### src/rtl/vid_fetch.sv
`timescale 1ns/1ps
// vid_fetch: video word fetcher feeding the pixel shifter.
//
// The fetch for each 16-pixel screen column starts LEAD clocks before the
// column is displayed. The fetch address comes from the sync counters and
// the BK scroll register. The read goes to the memory arbiter over a
// req/ack handshake. The word is handed to the shifter with a one-cycle
// load strobe that lines up with x[3:0]=0 of its column.
//
// Ports
//   clk25        pixel clock
//   res_n        synchronous active-low reset
//   x, y         CounterX / CounterY from the sync generator
//   scroll       BK scroll register (low byte)
//   full_screen  1: 256-line mode, 0: only the bottom 64 BK lines are shown
//   vram_addr    video-RAM word address {row, col}
//   vram_req     read request, held until vram_ack
//   vram_ack     one-cycle acknowledge, vram_data valid with it
//   vram_data    read data
//   data         word for the shifter, valid with load_i
//   load_i       one-cycle shifter load strobe
//   underrun     one-cycle pulse when a word missed its deadline
module vid_fetch #(
  parameter int         H_TOTAL     = 704,
  parameter int         V_LAST      = 625,
  parameter logic [7:0] SCROLL_BASE = 8'hD8,
  parameter int         LEAD        = 16
) (
  input  logic        clk25,
  input  logic        res_n,
  input  logic [9:0]  x,
  input  logic [9:0]  y,
  input  logic [7:0]  scroll,
  input  logic        full_screen,
  output logic [12:0] vram_addr,
  output logic        vram_req,
  input  logic        vram_ack,
  input  logic [15:0] vram_data,
  output logic [15:0] data,
  output logic        load_i,
  output logic        underrun
);

  typedef enum logic [1:0] {IDLE, REQ, DONE} state_t;

  state_t      state, state_n;
  logic [15:0] hold, hold_n, data_n;
  logic [12:0] addr_n;
  logic        req_n, load_n, under_n;

  logic        col0, start, deadline, vis, blank;
  logic [4:0]  col;
  logic [9:0]  ty;
  logic [7:0]  dline, row;

  // Fetch timing and target-row arithmetic.
  // Columns 1..31 start at x = 16n-16. Column 0 starts at the end of the
  // previous line and targets the next line. Each column's deadline is the
  // last clock of its lead window. The deadline for column 0 is therefore
  // the final pixel of the line.
  always_comb begin
    col0     = (x == 10'(H_TOTAL - LEAD));
    start    = col0 || (x[3:0] == 4'h0 && x < 10'(512 - LEAD));
    deadline = (x == 10'(H_TOTAL - 1)) ||
               (x[3:0] == 4'hF && x < 10'(512 - LEAD));
    col      = col0 ? 5'd0 : x[8:4] + 5'd1;
    if (!col0)                  ty = y;
    else if (y == 10'(V_LAST))  ty = '0;
    else                        ty = y + 10'd1;
    vis      = (ty < 10'd512);
    dline    = 8'(ty >> 1);               // every BK line is shown twice
    row      = dline + scroll - SCROLL_BASE;
    blank    = !full_screen && (dline < 8'd192);
  end

  // Next-state / next-output logic.
  // REQ and DONE both mean "a word is owed to the shifter at the deadline".
  // IDLE at a deadline means nothing was fetched, so no load is issued.
  always_comb begin
    state_n = state;
    req_n   = vram_req;
    addr_n  = vram_addr;
    hold_n  = hold;
    data_n  = data;
    load_n  = 1'b0;
    under_n = 1'b0;
    case (state)
      IDLE: begin
        if (start && vis) begin
          hold_n = '0;
          if (blank) begin
            state_n = DONE;                // blanked row: shifter gets zeros
          end else begin
            req_n   = 1'b1;
            addr_n  = {row, col};
            state_n = REQ;
          end
        end
      end
      REQ: begin
        if (vram_ack) begin
          hold_n  = vram_data;
          req_n   = 1'b0;
          state_n = DONE;
        end
        if (deadline) begin
          // An ack in the deadline cycle itself is on time and bypasses
          // the holding register straight to the shifter.
          load_n  = 1'b1;
          req_n   = 1'b0;
          state_n = IDLE;
          if (vram_ack) begin
            data_n = vram_data;
          end else begin
            data_n  = '0;
            under_n = 1'b1;
          end
        end
      end
      DONE: begin
        if (deadline) begin
          load_n  = 1'b1;
          data_n  = hold;
          state_n = IDLE;
        end
      end
      default: state_n = IDLE;
    endcase
  end

  always_ff @(posedge clk25) begin
    if (!res_n) begin
      state     <= IDLE;
      hold      <= '0;
      vram_req  <= 1'b0;
      vram_addr <= '0;
      data      <= '0;
      load_i    <= 1'b0;
      underrun  <= 1'b0;
    end else begin
      state     <= state_n;
      hold      <= hold_n;
      vram_req  <= req_n;
      vram_addr <= addr_n;
      data      <= data_n;
      load_i    <= load_n;
      underrun  <= under_n;
    end
  end

endmodule

### config.mk
export PLATFORM = sky130hd
export DESIGN_NAME = vid_fetch
export DESIGN_NICKNAME = d
export VERILOG_FILES = /design/src/rtl/vid_fetch.sv
export SDC_FILE = /design/constraint.sdc
export NUM_CORES = 1
export LEC_CHECK = 0
export CELL_PAD_IN_SITES_DETAIL_PLACEMENT = 0
export CELL_PAD_IN_SITES_GLOBAL_PLACEMENT = 2
export CORE_ASPECT_RATIO = 1.2
export CORE_UTILIZATION = 30
export DETAILED_ROUTE_END_ITERATION = 10
export MAX_ROUTING_LAYER = met4
export PLACE_DENSITY = 0.86
export SKIP_LAST_GASP = 1
export SLEW_MARGIN = 10
export SYNTH_ARGS = -nofsm -noshare
export SYNTH_HDL_FRONTEND = slang
export SYNTH_SLANG_ARGS = --single-unit
### constraint.sdc
create_clock -name clk25 -period 7.55 [get_ports clk25]
set_input_delay 1.51 -clock clk25 [delete_from_list [all_inputs] [get_ports clk25]]
set_output_delay 1.51 -clock clk25 [all_outputs]
set_load 0.005 [all_outputs]
==> impl_metrics.csv, run 1 <==
group,metric,value,unit
timing,rsz0062_at_grt,"no",
place,numPortBuffers,79,
layout,seqCellArea,1000,µm²
routing,drc_errors,0,
setup_path,arrival,5.22,ns
hold_path,whs_endpoint,"vram_addr[0]",
synthesis,ys_warn_count,0,
floorplan,start_util,0.307,
floorplan,core_area,9030,µm²
setup_path,cp-start-kind,"input pin",
timing,fmax,198,MHz
place,place.gp.congestion,0.811,
synthesis,syn_nets,390,
timing,setup_tns,0,ns
clocking,cts_buffers,5,
place,hpwl,5.20,mm
clocking,cts_root_buf,"clkbuf_8",
setup_path,worstPathRequired,7.72,ns
clocking,clkLatencyLatePin,0.30,ns
routing,vias_per_cell,4.86,
floorplan,die_x,89.8,µm
floorplan,die_h,107,µm
grt,antenna_found_initial,0,
clocking,ctsResizeCount,0,
routing,routed_wl,7.20,mm
setup_path,r2r_cells,5,
setup_path,crit_path_end_kind,"flip-flop",
layout,nNetsFinal,461,
routing,dr_total_vias,2497,
timing,slew_viol_final,0,
pwr,vdd_ir_drop_max,99.0,µV
hold_path,worstHoldStart,"vram_addr[0]",
status,status,"completed",
clocking,htreeDepth,2,
floorplan,dieArea,9640,µm²
hold_path,holdPathStages,2,
pwr,power_density,153,nW/µm²
run,max_cap_violations,0,
clocking,holdBufCountCts,0,
clocking,cts.path.max_buffers,2,
timing,worst_pin_slew,1.13,ns
layout,diodes,0,
routing,first_pass_iters,4,
setup_path,rr_endpoint,"data[8]",
layout,drive_gt1_frac,0.0457,
routing,ant_nets,0,
pwr,total_leakage_power,1.40,nW
clocking,cts_setup_buffers,0,
grt,grt_pass1_vias,2474,
setup_path,crit_slowest_cell,"or4_4",
setup_path,crit_chain,"clkdlybuf4s50_1 > or4_4 > nor3_1 > nand2_1 > xor2_1 > nor2_1 > ha_1 > ha_1 > fa_1 > a21oi_1 > o21ai_0 > o21ai_0 > nand2b_1 > xnor2_1 > mux2i_1 > nor2_1",
setup_path,slowest_delay,0.58,ns
timing,final-hold-violation-count,0,
synthesis,syn-mean-instance-area,8.62,µm²
floorplan,num_rows,38,
timing,setup_viol,0,
synthesis,syn-instance-count,322,
grt,grt-ovfl-total,0,
layout,multi_input_area,1640,µm²
grt,grt_first_pass_wirelength,11.8,mm
synthesis,yosysUniqueCellTypes,49,
setup_path,crit_fanout,8,
layout,final_area,3760,µm²
setup_path,worst-setup-path-type,"in2reg",
clocking,clock-sinks,50,
grt,grt_use_total,0.155,
setup_path,r2r_slack,4.83,ns
layout,fill_cells,925,
routing,wl_per_cell,14.0,µm
clocking,clkTransAtPathRegs,0.09,ns
timing,post-route-min-period,5.04,ns
timing,period_share,0.668,
place,post_dp_cell_area,3650,µm²
grt,grt_max_degree,35,
synthesis,synth_edf_count,0,
timing,relSlewSlack,0.244,
clocking,cts_tree,"done",
setup_path,crit_family,"simple AND/OR/NAND/NOR gates",
synthesis,async_reset_ff_frac,0,
synthesis,ys_ff_latch,50,
synthesis,synth_area,2780,µm²
timing,skew,0.0102,ns
layout,area_growth,35.6,%
routing,first_iter_violations,58,
synthesis,ys_seq_area_frac,0.361,
setup_path,r2r_start,"state[0]",
synthesis,synth_ff_type,"dfxtp_1",
setup_path,crit_buf_inv,1,
floorplan,io_pins,80,
hold_path,hold_class,"reg2reg",
metal layers:
layer | GRT usage | wire (µm) | vias to the layer above
li1 | - | - | 1294
met1 | 0.189 | 3390 | 1138
met2 | 0.260 | 3420 | 61
met3 | 0.0332 | 367 | 4
met4 | 0.0422 | 27 | 0
met5 | - | 0 | -
worst reg2reg max path: stages (launching register included):
cell and delay (ns):
dfxtp_1 0.34, inv_1 0.08, ha_1 0.90, o21a_1 0.95, nor2_1 0.12, a211oi_1 0.23
layout by cell type (no fill, tap or decap), drive strengths merged, types with 2 or more instances in the layout:
master	count
nor4	2
o21a	3
mux2i	9
nor3	2
nor3b	2
buf	4
a21o	2
nor2	46
ha	19
xnor2	8
or4	2
o22ai	2
nand3b	2
nand4	2
inv	11
a21oi	27
o31ai	2
xor2	8
a32o	16
nand2b	2
a211oi	17
o21ai	9
clkbuf	6
nor2b	7
clkdlybuf4s50	79
dfxtp	50
nand2	26
or3	4
nand3	9
final cells by class:
type,instances,area share
clock buffers,6,0.0193
clock inverters,2,0.00997
inverters,12,0.0120
multi-input cells,241,0.435
flip-flops and latches,50,0.266
well taps,120,0.0399
repair buffers,83,0.218
cell families after synthesis:
family	after synthesis	share of synthesized area
and+or+nand+nor	111	0.192
AOI/OAI and AO/OA	85	0.219
DFF	50	0.361
buffers and inverters	31	0.0496
adders and majority gates	20	0.0929
xor gates and xnor gates	16	0.0532
muxes	9	0.0325
flip-flops by register name, summed over array words and instances, names as in the netlist:
signal / flops
data: 16
hold: 16
load_i: 1
state: 2
underrun: 1
vram_addr: 13
vram_req: 1
worst max path at each step:
| stage | startpoint | to | slack [ns] | cells past startpoint |
|---|---|---|---|---|
| after global routing | x[0] | vram_addr[12] | 2.18 | 16 |
| final | x[0] | vram_addr[12] | 2.51 | 16 |
| after detailed placement | x[0] | vram_addr[12] | 2.14 | 16 |
| after CTS | x[0] | vram_addr[12] | 2.47 | 16 |
| after floorplan | x[0] | vram_addr[12] | 3.03 | 15 |
| after global placement | x[0] | vram_addr[12] | 2.27 | 16 |
Yosys cell counts, drive strengths merged (2+ instances only):
cell type | instances | area (µm²)
nand2b | 2 | 12.5
dfxtp | 50 | 1000
ha | 19 | 238
nor4 | 2 | 12.5
o22ai | 2 | 12.5
nor3b | 2 | 26.3
or3 | 4 | 25.0
nor2 | 46 | 173
a21o | 2 | 15.0
inv | 11 | 41.3
xor2 | 8 | 77.6
mux2i | 9 | 90.1
a32o | 16 | 160
nand2 | 26 | 97.6
a211oi | 17 | 128
o21ai | 9 | 45.0
o21a | 3 | 22.5
clkbuf | 11 | 41.3
buf | 8 | 51.3
a21oi | 27 | 139
nor3 | 2 | 10.0
nand3 | 9 | 45.0
or4 | 2 | 18.8
nand4 | 2 | 12.5
nand3b | 2 | 15.0
xnor2 | 8 | 70.1
nor2b | 7 | 43.8
o31ai | 2 | 15.0
power breakdown:
part	switching (mW)	internal, mW	leakage, nW
registers	0.00149	0.266	0.403
clock network	0.0914	0.0990	0.0514
logic	0.0624	0.0550	0.951
through the flow:
step / setup WS [ns] / power, mW / instances / hold slack, ns / utilization
final: 2.51 / 0.575 / 514 / 0.458 / 0.417
after CTS: 2.47 / 0.583 / 514 / 0.460 / 0.417
after global routing: 2.18 / 0.609 / 514 / 0.476 / 0.417
after floorplan: 3.03 / 0.342 / 322 / 0.442 / -
after global placement: 2.27 / 0.391 / 506 / 0.447 / 0.404
after detailed placement: 2.14 / 0.392 / 506 / 0.448 / 0.404
Power figures use the tool's default switching activity.
==> run 2: changes to the inputs <==
- CORE_UTILIZATION: 30 -> 27
- PLACE_DENSITY: 0.86 -> 0.79
- clock period: 7.55 -> 5 ns (I/O delays scaled with it)
==> impl_metrics.csv, run 2 (synthesis results as in run 1) <==
group,metric,value,unit
grt,grt_first_pass_wirelength,12.0,mm
place,place.gp.congestion,0.757,
grt,antenna_found_initial,0,
clocking,clkLatencyLatePin,0.29,ns
timing,skew,0.00839,ns
setup_path,worstPathRequired,5.17,ns
clocking,clock-sinks,50,
setup_path,crit_path_end_kind,"flip-flop",
clocking,cts_tree,"done",
clocking,htreeDepth,2,
pwr,power_density,251,nW/µm²
timing,period_share,0.878,
routing,vias_per_cell,4.82,
floorplan,die_h,113,µm
run,max_cap_violations,0,
floorplan,io_pins,80,
clocking,clkTransAtPathRegs,0.06,ns
pwr,vdd_ir_drop_max,187,µV
setup_path,crit_chain,"clkdlybuf4s50_1 > or4_4 > or3_1 > nor2_1 > nor2_1 > ha_1 > ha_1 > fa_1 > a21oi_1 > o21ai_0 > o21ai_0 > nand2b_1 > xnor2_1 > mux2i_1 > nor2_1",
place,post_dp_cell_area,3680,µm²
layout,layout_common_cells,"79 x clkdlybuf4s50_1, 50 x dfxtp_1, 46 x nor2_1",
layout,nNetsFinal,464,
routing,dr_total_vias,2523,
floorplan,dieArea,10700,µm²
layout,final_area,3850,µm²
floorplan,start_util,0.277,
setup_path,r2r_start,"state[0]",
setup_path,crit_slowest_cell,"or4_4",
routing,drc_errors,0,
setup_path,r2r_cells,6,
place,numPortBuffers,79,
routing,ant_nets,0,
hold_path,worstHoldStart,"vram_addr[0]",
clocking,cts_root_buf,"clkbuf_16",
floorplan,num_rows,40,
clocking,cts_setup_buffers,0,
timing,setup_tns,0,ns
routing,wl_per_cell,13.9,µm
timing,relSlewSlack,0.588,
clocking,ctsResizeCount,0,
setup_path,crit_top_cell,"nor2_1",
setup_path,critical_path.startpoint,"x[0]",
routing,first_iter_violations,52,
timing,final-hold-violation-count,0,
timing,post-route-min-period,4.39,ns
timing,fmax,228,MHz
layout,area_growth,38.8,%
setup_path,worst-setup-path-type,"in2reg",
grt,grt_pass1_vias,2438,
grt,grt_max_degree,35,
pwr,total_leakage_power,1.45,nW
floorplan,die_x,94.6,µm
setup_path,slowest_delay,0.56,ns
status,status,"completed",
setup_path,crit_fanout,7,
timing,slew_viol_final,0,
layout,largestRegisters,"data x16, hold x16, vram_addr x13",
clocking,cts.path.max_buffers,2,
clocking,cts_buffers,5,
timing,rsz0062_at_grt,"no",
hold_path,hold_class,"reg2reg",
grt,grt_use_total,0.146,
layout,diodes,0,
timing,worst_pin_slew,0.617,ns
setup_path,cp-start-kind,"input pin",
timing,setup_viol,0,
floorplan,core_area,10000,µm²
layout,fill_cells,1042,
routing,routed_wl,7.28,mm
place,hpwl,5.34,mm
hold_path,holdPathStages,2,
layout,drive_gt1_frac,0.0554,
grt,grt-ovfl-total,0,
layout,final_common_cell,"clkdlybuf4s50_1",
clocking,holdBufCountCts,0,
routing,first_pass_iters,4,
setup_path,arrival,4.56,ns
-- run 2: worst max-delay path, delay by kind of cell --
kind	cells	cell delay (ns)
buf+inv	1	0.42
compound gates	3	0.48
simple gates	6	1.51
xor+xnor	1	0.12
fa+ha+maj	3	0.92
mux	1	0.12
-- run 2: worst paths after layout --
check / slack (ns) / end
worst max-delay path: 0.61 / vram_addr[12]
worst max register to register: 3.12 / data[9]
worst min-delay path: 0.46 / vram_addr[0]
worst min register to register: 0.46 / vram_addr[0]
-- run 2: layer usage --
layer | part of all wire | routed length (µm) | track usage | vias to the layer above
li1 | - | - | - | 1301
met1 | 0.47 | 3410 | 0.189 | 1152
met2 | 0.47 | 3420 | 0.234 | 66
met3 | 0.053 | 388 | 0.0302 | 4
met4 | 0.0087 | 63 | 0.0333 | 0
met5 | 0 | 0 | - | -
-- run 2: cell type report --
| cell class | count | area [µm²] | area share |
|---|---|---|---|
| multi-input combinational | 241 | 1640 | 0.425 |
| tap | 126 | 158 | 0.0409 |
| inverter | 12 | 45.0 | 0.0117 |
| sequential | 50 | 1000 | 0.260 |
| timing repair buffer | 86 | 843 | 0.219 |
| clock buffer | 6 | 129 | 0.0335 |
| clock inverter | 2 | 37.5 | 0.00974 |
-- run 2: metrics by stage --
| step | setup WS, ns | hold slack [ns] | total power, mW | instances | utilization |
|---|---|---|---|---|---|
| floorplan | 0.995 | 0.442 | 0.517 | 322 | - |
| global placement | 0.368 | 0.443 | 0.592 | 515 | 0.368 |
| detailed placement | 0.281 | 0.450 | 0.594 | 515 | 0.368 |
| CTS | 0.581 | 0.461 | 0.985 | 523 | 0.385 |
| global route | 0.280 | 0.484 | 1.02 | 523 | 0.385 |
| finish | 0.610 | 0.459 | 0.968 | 523 | 0.385 |
-- run 2: where the power goes --
group          total [mW]  switching (mW)  internal [mW]  leakage, nW
registers           0.404         0.00233          0.401        0.403
logic               0.179          0.0946         0.0842        0.965
clock network       0.385           0.149          0.236       0.0771
total               0.968           0.246          0.722         1.45
